<file path="config.mk">
export PLATFORM = sky130hd
export DESIGN_NAME = calc_controller
export DESIGN_NICKNAME = d
export VERILOG_FILES = /design/src/rtl/calc_controller.sv
export SDC_FILE = /design/constraint.sdc
export NUM_CORES = 1
export LEC_CHECK = 0
export BUFFER_PORTS_ARGS = -buffer_cell sky130_fd_sc_hd__buf_2
export CAP_MARGIN = 20
export CORE_AREA = 5 5 112 114
export CTS_BUF_LIST = sky130_fd_sc_hd__clkbuf_8
export CTS_CLUSTER_SIZE = 12
export DETAILED_ROUTE_END_ITERATION = 7
export DIE_AREA = 0 0 117 119
export GPL_TIMING_DRIVEN = 0
export PLACE_DENSITY = 0.79
export SYNTH_ARGS = -nofsm -noshare
export SYNTH_HDL_FRONTEND = slang
export SYNTH_SLANG_ARGS = --single-unit
</file>
<file path="constraint.sdc">
create_clock -name clock -period 6.35 [get_ports clock]
set_input_delay 1.27 -clock clock [delete_from_list [all_inputs] [get_ports clock]]
set_output_delay 1.27 -clock clock [all_outputs]
set_load 0.03 [all_outputs]
</file>
<file path="src/rtl/calc_controller.sv">
// Keypad-driven calculator sequencer: builds two decimal operands, issues one
// ALU operation, captures result/remainder and supports chaining into the next op.
`timescale 1ns/1ps
module calc_controller #(
    parameter int MAX_DIGITS  = 3,
    parameter int ALU_LATENCY = 1
) (
    input  logic        clock,
    input  logic        reset,
    input  logic        key_valid,
    input  logic [4:0]  key_code,
    output logic [10:0] alu_a,
    output logic [10:0] alu_b,
    output logic [1:0]  alu_op,
    output logic        alu_strobe,
    input  logic [20:0] alu_result,
    input  logic        alu_remain,
    input  logic [20:0] alu_remainder,
    output logic [20:0] display_value,
    output logic [20:0] display_remainder,
    output logic        show_remainder,
    output logic        busy,
    output logic        error
);
    typedef enum logic [2:0] {ENTRY_A, OP_WAIT, ENTRY_B, COMPUTE, WAIT, SHOW, ERROR} state_t;

    localparam logic [3:0] CNT_MAX   = 4'(MAX_DIGITS);
    localparam logic [3:0] WAIT_LAST = 4'(ALU_LATENCY - 1);
    localparam logic [1:0] OP_DIV    = 2'b11;

    state_t      state_reg, state_next;
    logic [9:0]  a_mag_reg, b_mag_reg;
    logic [3:0]  a_cnt_reg, b_cnt_reg;
    logic        a_neg_reg, b_neg_reg;
    logic [1:0]  op_reg;
    logic [20:0] result_reg, rem_reg;
    logic        show_rem_reg;
    logic [3:0]  wait_cnt_reg;

    logic        is_digit, is_op, is_eq, is_clr, is_neg, key_ok, wait_done, in_range;
    logic [3:0]  digit;
    logic [4:0]  op_off;
    logic [1:0]  key_op;
    logic [20:0] res_abs;

    function automatic logic [9:0] push_mag(input logic [9:0] mag, input logic [3:0] d);
        logic [13:0] t;
        t = {4'b0, mag} * 14'd10 + {10'b0, d};
        return t[9:0];
    endfunction

    // Leading zeros leave both magnitude and digit count untouched.
    function automatic logic can_push(input logic [9:0] mag, input logic [3:0] cnt,
                                      input logic [3:0] d);
        return (cnt < CNT_MAX) && ((mag != 10'd0) || (d != 4'd0));
    endfunction

    function automatic logic [10:0] to_op(input logic [9:0] mag, input logic neg);
        return neg ? (~{1'b0, mag} + 11'd1) : {1'b0, mag};
    endfunction

    assign busy      = (state_reg == COMPUTE) || (state_reg == WAIT);
    assign is_digit  = key_code <= 5'd9;
    assign is_op     = (key_code >= 5'd10) && (key_code <= 5'd13);
    assign is_eq     = key_code == 5'd14;
    assign is_clr    = key_code == 5'd15;
    assign is_neg    = key_code == 5'd16;
    assign digit     = key_code[3:0];
    assign op_off    = key_code - 5'd10;
    assign key_op    = op_off[1:0];
    assign key_ok    = key_valid && !busy;
    assign wait_done = wait_cnt_reg == WAIT_LAST;
    assign in_range  = ($signed(result_reg) >= -21'sd999) && ($signed(result_reg) <= 21'sd999);
    assign res_abs   = result_reg[20] ? (~result_reg + 21'd1) : result_reg;

    always_ff @(posedge clock or posedge reset) begin
        if (reset) state_reg <= ENTRY_A;
        else       state_reg <= state_next;
    end

    always_comb begin
        state_next = state_reg;
        case (state_reg)
            ENTRY_A: if (key_ok && is_op) state_next = OP_WAIT;
            OP_WAIT: if (key_ok && is_digit) state_next = ENTRY_B;
            ENTRY_B: if (key_ok && is_eq)
                         state_next = (op_reg == OP_DIV && b_mag_reg == 10'd0) ? ERROR : COMPUTE;
            COMPUTE: state_next = WAIT;
            WAIT:    if (wait_done) state_next = SHOW;
            SHOW: begin
                if (key_ok && is_digit) state_next = ENTRY_A;
                else if (key_ok && is_op) state_next = in_range ? OP_WAIT : ERROR;
            end
            default: state_next = state_reg;
        endcase
        if (key_ok && is_clr) state_next = ENTRY_A;
    end

    always_ff @(posedge clock or posedge reset) begin
        if (reset) begin
            a_mag_reg <= '0; a_cnt_reg <= '0; a_neg_reg <= 1'b0;
            b_mag_reg <= '0; b_cnt_reg <= '0; b_neg_reg <= 1'b0;
            op_reg <= '0; result_reg <= '0; rem_reg <= '0;
            show_rem_reg <= 1'b0; wait_cnt_reg <= '0;
        end else begin
            wait_cnt_reg <= (state_reg == WAIT) ? wait_cnt_reg + 4'd1 : 4'd0;
            if (state_reg == WAIT && wait_done) begin
                result_reg <= alu_result;
                if (op_reg == OP_DIV) begin
                    rem_reg      <= alu_remainder;
                    show_rem_reg <= alu_remain;
                end
            end
            if (key_ok && is_clr) begin
                a_mag_reg <= '0; a_cnt_reg <= '0; a_neg_reg <= 1'b0;
                b_mag_reg <= '0; b_cnt_reg <= '0; b_neg_reg <= 1'b0;
                op_reg <= '0; result_reg <= '0; rem_reg <= '0; show_rem_reg <= 1'b0;
            end else if (key_ok) begin
                case (state_reg)
                    ENTRY_A: begin
                        if (is_digit && can_push(a_mag_reg, a_cnt_reg, digit)) begin
                            a_mag_reg <= push_mag(a_mag_reg, digit);
                            a_cnt_reg <= a_cnt_reg + 4'd1;
                        end
                        if (is_neg) a_neg_reg <= ~a_neg_reg;
                        if (is_op)  op_reg <= key_op;
                    end
                    OP_WAIT: begin
                        if (is_op) op_reg <= key_op;
                        if (is_digit) begin
                            b_mag_reg <= {6'b0, digit};
                            b_cnt_reg <= (digit != 4'd0) ? 4'd1 : 4'd0;
                        end
                        if (is_neg) b_neg_reg <= ~b_neg_reg;
                    end
                    ENTRY_B: begin
                        if (is_digit && can_push(b_mag_reg, b_cnt_reg, digit)) begin
                            b_mag_reg <= push_mag(b_mag_reg, digit);
                            b_cnt_reg <= b_cnt_reg + 4'd1;
                        end
                        if (is_neg) b_neg_reg <= ~b_neg_reg;
                    end
                    SHOW: begin
                        if (is_digit) begin
                            a_mag_reg <= {6'b0, digit};
                            a_cnt_reg <= (digit != 4'd0) ? 4'd1 : 4'd0;
                            a_neg_reg <= 1'b0;
                            b_mag_reg <= '0; b_cnt_reg <= '0; b_neg_reg <= 1'b0;
                            op_reg <= '0; result_reg <= '0; rem_reg <= '0;
                            show_rem_reg <= 1'b0;
                        end else if (is_op) begin
                            show_rem_reg <= 1'b0;
                            // Chained result becomes A; it is already a full operand.
                            if (in_range) begin
                                a_mag_reg <= res_abs[9:0];
                                a_neg_reg <= result_reg[20];
                                a_cnt_reg <= CNT_MAX;
                                b_mag_reg <= '0; b_cnt_reg <= '0; b_neg_reg <= 1'b0;
                                op_reg <= key_op;
                            end
                        end
                    end
                    default: ;
                endcase
            end
        end
    end

    always_comb begin
        alu_a             = to_op(a_mag_reg, a_neg_reg);
        alu_b             = to_op(b_mag_reg, b_neg_reg);
        alu_op            = op_reg;
        alu_strobe        = state_reg == COMPUTE;
        error             = state_reg == ERROR;
        display_remainder = rem_reg;
        show_remainder    = show_rem_reg;
        case (state_reg)
            ENTRY_A, OP_WAIT:      display_value = {{10{alu_a[10]}}, alu_a};
            ENTRY_B, COMPUTE, WAIT: display_value = {{10{alu_b[10]}}, alu_b};
            SHOW:                  display_value = result_reg;
            default:               display_value = '0;
        endcase
    end
endmodule

</file>
==> results of run 1 <==
==> through the flow <==
step | instance area, um^2 | setup WS, ps
finish | 7120 | 1870
global route | 7120 | 1780
CTS | 7120 | 1910
floorplan | 6130 | 2290
global placement | 6910 | 1900
detailed placement | 6940 | 2310
==> metal layers <==
metal | vias up | part of all wire | GRT usage | routed length, um
li1 | 2849 | - | - | -
met1 | 2790 | 0.44 | 0.357 | 7660
met2 | 281 | 0.43 | 0.380 | 7590
met3 | 37 | 0.094 | 0.0548 | 1650
met4 | 0 | 0.036 | 0.0996 | 623
met5 | - | 0 | 0 | 0
==> worst max-delay path: cells and delay by family (launching register included) <==
| family | cells | cell delay, ps |
|---|---|---|
| flops | 1 | 480 |
| simple gates | 3 | 1230 |
| buf+inv | 3 | 510 |
| fa+ha+maj | 1 | 180 |
| compound gates | 2 | 440 |
==> cell families after synthesis <==
family / Yosys count / share of synthesized area
mux: 19 / 0.0332
simple gates: 264 / 0.206
fa+ha+maj: 41 / 0.0885
flops: 82 / 0.334
buf+inv: 72 / 0.0538
compound gates: 201 / 0.214
xor+xnor: 46 / 0.0702
==> cells in the mapped netlist, types with 10 or more instances <==
cell type  instances  area (um^2)
clkbuf_1          28          105
o21ai_0           41          205
a21o_1            18          135
nor3_1            11         55.1
nand3_1           18         90.1
nand2_1          130          488
inv_1             27          101
ha_1              37          463
mux2i_1           11          110
nand2b_1          10         62.6
dfrtp_1           82         2050
xor2_1            14          123
nor2_1            34          128
o211ai_1          13         97.6
xnor2_1           30          263
a21oi_1           61          305
==> worst paths after layout <==
path	from	endpoint	slack, ps	cells past startpoint
setup / recovery	b_mag_reg[0]	display_value[13]	1870	9
hold / removal	wait_cnt_reg[0]	wait_cnt_reg[0]	500	1
setup reg to reg	b_mag_reg[3]	b_mag_reg[9]	3520	9
hold reg to reg	wait_cnt_reg[0]	wait_cnt_reg[0]	500	1
max in group asynchronous	reset	result_reg[18]	4900	3
min in group asynchronous	reset	b_mag_reg[0]	850	2
==> area by class of cell <==
cell class / count / area [um^2] / area share
Multi-Input combinational cell: 571 / 3750 / 0.527
Clock buffer: 9 / 124 / 0.0174
Tap cell: 143 / 179 / 0.0251
Clock inverter: 6 / 60.1 / 0.00843
Timing Repair Buffer: 120 / 623 / 0.0875
Sequential cell: 82 / 2050 / 0.288
Inverter: 27 / 104 / 0.0146
Buffer: 45 / 229 / 0.0321
==> report_power, final <==
group	total, W	switching [W]	internal, W
clock	0.000371	0.000193	0.000178
sequential	0.00100	0.000259	0.000741
combinational	0.00303	0.00193	0.00110
==> out/metrics.cfg, run 1 <==
[status]
outcome=complete, no violations

[synth]
syn_area_per_cell_um2=8.46
synth_nets=817
yosysWarnings=0
syn_area_um2=6130
synthFlopType=dfrtp_1
ys_async_sr_fraction=1.00
synth-edff-count=0
synth_cell_types=70
synthCells=725
ys_seq_elements=82
ys_seq_area_frac=0.334

[power]
p_leak_nw=3.50
p_total_w=0.00440
ir_drop_v=0.000377
power_density_nw_per_um2=618

[finish]
final_layout_size_suffix_gt1_frac=0.201
finalNonFillerCells=1003
final_util=0.629
fill_cells=1063
final_common_cell=nand2_1
syn_to_final_growth_pct=16.1
final_cell_mix=nand2_1, buf_2, dfrtp_1, a21oi_1, o21ai_0
antenna_cells=0
nNetsFinal=948

[sta]
layout_min_cycle_time_ps=4480
maxSlewViolCount=0
max_clock_freq_mhz=223
rsz0062_at_grt=false
hold_violations=0
finClkSkew_ps=10.1
setup_viol=0
holdWs_ps=497
tightest_slew_ps=654
slew_headroom=0.561
final.setup.tns_ps=0
finalCritPeriodShare=0.705

[run]
cap_violations=0

[route]
drt_iter0_drc=571
drtAntennaViolNets=0
wl_per_cell_um=17.5
remaining_drc_errors=0
routed-via-count=5957
viasPerCell=5.94
wl_um=17500
firstDrtPassIters=5

[grt]
grt_pass1_vias=5594
grt_pass1_wl_um=28300
antenna_found_initial=0
grt_overflow=0
grt.total_usage=0.253
grt_max_degree=66

[clock_tree]
clk_latency_ps=350
postCtsSetupBuffers=0
post_cts_resized=0
clock-sinks=82
ctsHoldBuffers=0
cts-buffers-inserted=9
cts_tree=done
htreeDepth=3
clock_path_buffers=2
cts_root_buf=clkbuf_8
path_clk_slew_ps=90

[worst_setup_path]
crit_arrival_ps=3210
path_cells=inv_1 > ha_1 > or3b_2 > or3_1 > and2_1 > a22o_1 > buf_2 > a21o_1 > buf_2
worstSetupPathType=reg2out
cp_data_required_time_ps=5080
cp-end-kind=output port
crit_path_frequent_cell=buf_2
cp_max_fo=10
startpoint_type=flip-flop
cpMaxStageDelayCell=or3b_2
critPathMaxStageDelay_ps=520

[place]
hpwl_um=13500
placed_cells=988
port_buffers=119
place_congestion=0.966

[die]
fp-row-count=39
die_h_um=119
start_util=0.542
pin_count=121
dieArea_um2=13900
die_w_um=117
coreArea_um2=11300

[hold_path]
holdCritPathClass=reg2reg

Power figures use the tool's default switching activity.
==> inputs of run 2 (changes only) <==
CORE_AREA = 5 5 115 117   (was 5 5 112 114)
DIE_AREA = 0 0 120 122   (was 0 0 117 119)
PLACE_DENSITY = 0.78   (was 0.79)
clock period = 3.6 ns   (was 6.35 ns; I/O delays follow)
==> run 2 against run 1 <==
Clock skew increased by 2.7 ps. Critical path depth unchanged. Cell count increased by 1.3%. Routed wire length increased by 1.9%. Sequential power increased by 79%. Non-clock buffer count increased by 5. Combinational power increased by 79%. Highest routed layer unchanged.
==> out/metrics.cfg, run 2 (synthesis gave the netlist of run 1 again) <==
[worst_setup_path]
r2r_end=b_mag_reg[9]
r2r_start=b_mag_reg[1]
critPathLaunch=b_mag_reg[0]
worst-r2r-setup-slack_ps=620  ; -2900 ps
worstSetupPathType=reg2out
cp_max_fo=4  ; -6
crit_arrival_ps=2840  ; -370 ps
cp-end-kind=output port
cp_data_required_time_ps=2880  ; -2200 ps
worst-r2r-cell-count=10  ; +1
startpoint_type=flip-flop

[route]
firstDrtPassIters=5  ; unchanged
top_layer_used=met4
met2WireLength_um=7590  ; about the same
met1_length_um=7970  ; +4.0%
drt_iter0_drc=435  ; -24%
routed-via-count=5994  ; +0.62%
remaining_drc_errors=0  ; unchanged
wl_per_cell_um=17.6  ; +0.55%
wl_um=17900  ; +1.9%
wl_met3_um=1800  ; +9.4%
viasPerCell=5.90  ; -0.67%
drtAntennaViolNets=0  ; unchanged

[sta]
setup_viol=0  ; unchanged
max_clock_freq_mhz=281
tightest_slew_ps=670  ; +15.6 ps
slew_headroom=0.552  ; -0.00915
finalCritPeriodShare=0.988
holdWs_ps=354  ; -143 ps
hold_violations=0  ; unchanged
finClkSkew_ps=12.8  ; +2.67 ps
layout_min_cycle_time_ps=3560
rsz0062_at_grt=false
maxSlewViolCount=0  ; unchanged

[finish]
antenna_cells=0  ; unchanged
syn_to_final_growth_pct=17.7
final_common_cell=nand2_1
nNetsFinal=953  ; +0.53%
final_cell_mix=nand2_1, buf_2, dfrtp_1, a21oi_1, o21ai_0
final_layout_size_suffix_gt1_frac=0.212  ; +0.0113

[grt]
grt.total_usage=0.245  ; -0.00800
grt_pass1_vias=5721  ; +2.3%
antenna_found_initial=0  ; unchanged
grt_overflow=0  ; unchanged
grt_pass1_wl_um=28900  ; +2.3%
grt_max_degree=52  ; -21%

[die]
pin_count=121  ; unchanged
die_h_um=122  ; +2.5%
start_util=0.500  ; -0.0415
fp-row-count=41  ; +5.1%
coreArea_um2=12300  ; +8.3%
dieArea_um2=14600  ; +5.1%
die_w_um=120  ; +2.6%

[place]
port_buffers=119  ; unchanged
hpwl_um=13800  ; +1.9%
place_congestion=0.952  ; -1.5%

[clock_tree]
ctsHoldBuffers=0  ; unchanged
clock_path_buffers=2  ; unchanged
htreeDepth=3  ; unchanged
path_clk_slew_ps=90  ; about the same
cts-buffers-inserted=9  ; unchanged
clock-sinks=82  ; unchanged
clk_latency_ps=370  ; +20 ps
cts_root_buf=clkbuf_8
cts_tree=done

[hold_path]
holdCritPathClass=in2async

[status]
outcome=complete, no violations

[run]
cap_violations=0  ; unchanged

[power]
ir_drop_v=0.000529  ; +40%
p_leak_nw=3.54  ; +1.2%
power_density_nw_per_um2=1100  ; +78%
p_total_w=0.00794  ; +81%

run 2: stage by stage:
stage / cell area, um^2 / utilization / cells / TNS, ps / setup slack [ps]
after floorplan: 6130 / - / 725 / 0 / 89.9
after global placement: 6920 / 0.564 / 994 / -18450 / -231
after global routing: 7220 / 0.589 / 1016 / 0 / 16.8
after detailed placement: 6950 / 0.567 / 995 / 0 / 138
final: 7220 / 0.589 / 1016 / 0 / 42.8
after CTS: 7190 / 0.587 / 1013 / 0 / 5.85
run 2: area by class of cell:
type,instances,area (um^2)
fillers,1142,5040
multi-input cells,571,3760
flip-flops and latches,82,2050
repair buffers,125,663
plain buffers,45,236
well taps,150,188
clock buffers,9,124
inverters,27,104
clock inverters,7,93.8
run 2: layer usage:
layer,global-route usage,vias to the layer above
li1,-,2864
met1,0.342,2788
met2,0.371,298
met3,0.0576,44
met4,0.0952,0
met5,0,-
run 2: worst max-delay path: stages, from the launching register on:
cell	delay, ps
dfrtp_2	420
inv_2	80
ha_1	170
or3b_4	410
or3_4	430
and2_1	190
a22o_1	250
buf_4	160
nand2b_1	170
buf_2	190
run 2: power by group:
| part | switching, W | total (W) | internal [W] |
|---|---|---|---|
| Clock | 0.000356 | 0.000747 | 0.000391 |
| Combinational | 0.00341 | 0.00541 | 0.00200 |
| Sequential | 0.000480 | 0.00179 | 0.00131 |
run 2: worst max path at each step:
| stage | endpoint | slack [ps] | cells past startpoint |
|---|---|---|---|
| 2_1_floorplan | display_value[8] | 90 | 7 |
| 3_3_place_gp | b_mag_reg[6] | -230 | 2 |
| 3_5_place_dp | display_value[16] | 140 | 9 |
| 4_1_cts | display_value[16] | 6 | 9 |
| 5_1_grt | display_value[18] | 20 | 9 |
| 6_report | display_value[20] | 40 | 9 |
run 2: timing repair:
item	4_1_cts	5_1_grt
endpoints found under the setup margin	12	11
buffers inserted	2	3
pin swaps	0	1
gates resized for setup	5	6
==> inputs of run 3 (changes only) <==
REMOVE_ABC_BUFFERS = 1   (was not set)
==> run 3 against run 2 <==
Combinational power is 6.7% lower. Clock-buffer cell count stayed put. Critical endpoint unchanged. Cell count is 4.3% lower. Largest cell class unchanged.
==> out/metrics.cfg, run 3 (synthesis gave the netlist of run 1 again) <==
[sta]
slew_headroom=0.375  ; -0.177
max_clock_freq_mhz=286  ; +1.6%
rsz0062_at_grt=false
hold_violations=0  ; unchanged
finClkSkew_ps=10.5  ; -2.24 ps
setup_viol=0  ; unchanged
setup_slack_ps=99.8  ; +57.0 ps
holdWs_ps=341  ; -13.3 ps
layout_min_cycle_time_ps=3500  ; -57.0 ps
maxSlewViolCount=0  ; unchanged
finalCritPeriodShare=0.972  ; -0.0158
tightest_slew_ps=935  ; +265 ps
final.setup.tns_ps=0  ; unchanged

[route]
remaining_drc_errors=0  ; unchanged
drt_iter0_drc=485  ; +11%
wl_um=17100  ; -4.0%
viasPerCell=5.93  ; +0.46%
firstDrtPassIters=5  ; unchanged
wl_per_cell_um=17.6  ; +0.38%
routed-via-count=5761  ; -3.9%
drtAntennaViolNets=0  ; unchanged

[die]
dieArea_um2=14600  ; unchanged
fp-row-count=41  ; unchanged
start_util=0.500  ; unchanged
die_w_um=120  ; unchanged
pin_count=121  ; unchanged
coreArea_um2=12300  ; unchanged
die_h_um=122  ; unchanged

[worst_setup_path]
critPathLaunch=b_mag_reg[0]
worstSetupPathType=reg2out
worst-r2r-setup-slack_ps=270  ; -350 ps
crit_arrival_ps=2780  ; -60 ps
worst-r2r-cell-count=6  ; -4
r2r_end=a_mag_reg[6]
cp_data_required_time_ps=2880  ; about the same
cp_max_fo=11  ; +7
cp-end-kind=output port
r2r_start=state_reg[2]
startpoint_type=flip-flop
crit_end=display_value[20]

[finish]
finalNonFillerCells=972  ; -4.3%
fill_cells=1130  ; -1.1%
syn_to_final_growth_pct=15.2
final_layout_size_suffix_gt1_frac=0.215  ; +0.00286
final_common_cell=nand2_1
antenna_cells=0  ; unchanged
final_cell_mix=nand2_1, buf_2, dfrtp_1, a21oi_1, o21ai_0
final_util=0.576  ; -0.0129
nNetsFinal=909  ; -4.6%

[clock_tree]
cts_tree=done
clock_path_buffers=2  ; unchanged
clock-sinks=82  ; unchanged
path_clk_slew_ps=100  ; about the same
clk_latency_ps=380  ; about the same
cts_root_buf=clkbuf_8
cts-buffers-inserted=9  ; unchanged
htreeDepth=3  ; unchanged
ctsHoldBuffers=0  ; unchanged

[grt]
grt.total_usage=0.237  ; -0.00879
grt_max_degree=55  ; +5.8%
antenna_found_initial=0  ; unchanged
grt_pass1_vias=5513  ; -3.6%
grt_pass1_wl_um=28100  ; -2.9%
grt_overflow=0  ; unchanged

[place]
hpwl_um=12300  ; -11%
dp_slack_ps=-192  ; -330 ps
port_buffers=120  ; +0.84%
placed_cells=953  ; -4.2%
place_congestion=0.920  ; -3.3%

[run]
cap_violations=0  ; unchanged

[power]
ir_drop_v=0.000659  ; +25%
power_density_nw_per_um2=1100  ; -0.10%
p_leak_nw=3.43  ; -3.2%

[hold_path]
holdCritPathClass=in2async

[status]
outcome=complete, no violations

==> run 3: final cells by class <==
| cell class | count | area [um^2] | area share |
|---|---|---|---|
| Multi-Input combinational cell | 571 | 3800 | 0.538 |
| Sequential cell | 82 | 2060 | 0.291 |
| Timing Repair Buffer | 126 | 693 | 0.0981 |
| Tap cell | 150 | 188 | 0.0266 |
| Clock buffer | 9 | 124 | 0.0175 |
| Inverter | 27 | 104 | 0.0147 |
| Clock inverter | 7 | 101 | 0.0143 |
==> run 3: worst max-delay path, stage by stage (launching register included) <==
cell and delay [ps]:
dfrtp_2 430, inv_1 100, ha_1 180, or3b_4 420, or3_4 430, and2_1 210
a22o_4 290, nand2b_1 170, buf_2 180
==> run 3: layer usage <==
metal,share of wire,GRT usage
met1,0.44,0.335
met2,0.44,0.360
met3,0.10,0.0720
met4,0.013,0.0465
met5,0,0
==> run 3: where the power goes <==
group          internal, W  switching [W]
sequential         0.00131       0.000624
combinational      0.00188        0.00317
clock             0.000398       0.000384
==> run 3: worst min-delay path by stage <==
| stage | startpoint | end | slack, ps | cells after the start |
|---|---|---|---|---|
| CTS | reset | b_cnt_reg[3] | 350 | 2 |
| global route | reset | b_cnt_reg[3] | 360 | 2 |
| floorplan | a_cnt_reg[1] | a_cnt_reg[1] | 450 | 2 |
| detailed placement | a_cnt_reg[3] | a_cnt_reg[3] | 480 | 1 |
| global placement | a_cnt_reg[2] | a_cnt_reg[2] | 470 | 1 |
| finish | reset | a_mag_reg[0] | 340 | 2 |
==> run 3: per-stage QoR <==
| step | power (W) | area [um^2] |
|---|---|---|
| after floorplan | 0.00553 | 5910 |
| after global placement | 0.00676 | 6690 |
| after detailed placement | 0.00686 | 6770 |
| after CTS | 0.00770 | 7030 |
| after global routing | 0.00832 | 7060 |
| final | 0.00776 | 7060 |
==> run 3: what timing repair did <==
item / 4_1_cts / 5_1_grt
resized for setup: 8 / 3
pin swaps: 0 / 0
endpoints found under the setup margin: 15 / 26
buffers inserted: 1 / 1
endpoints found under the hold margin: 0 / 0
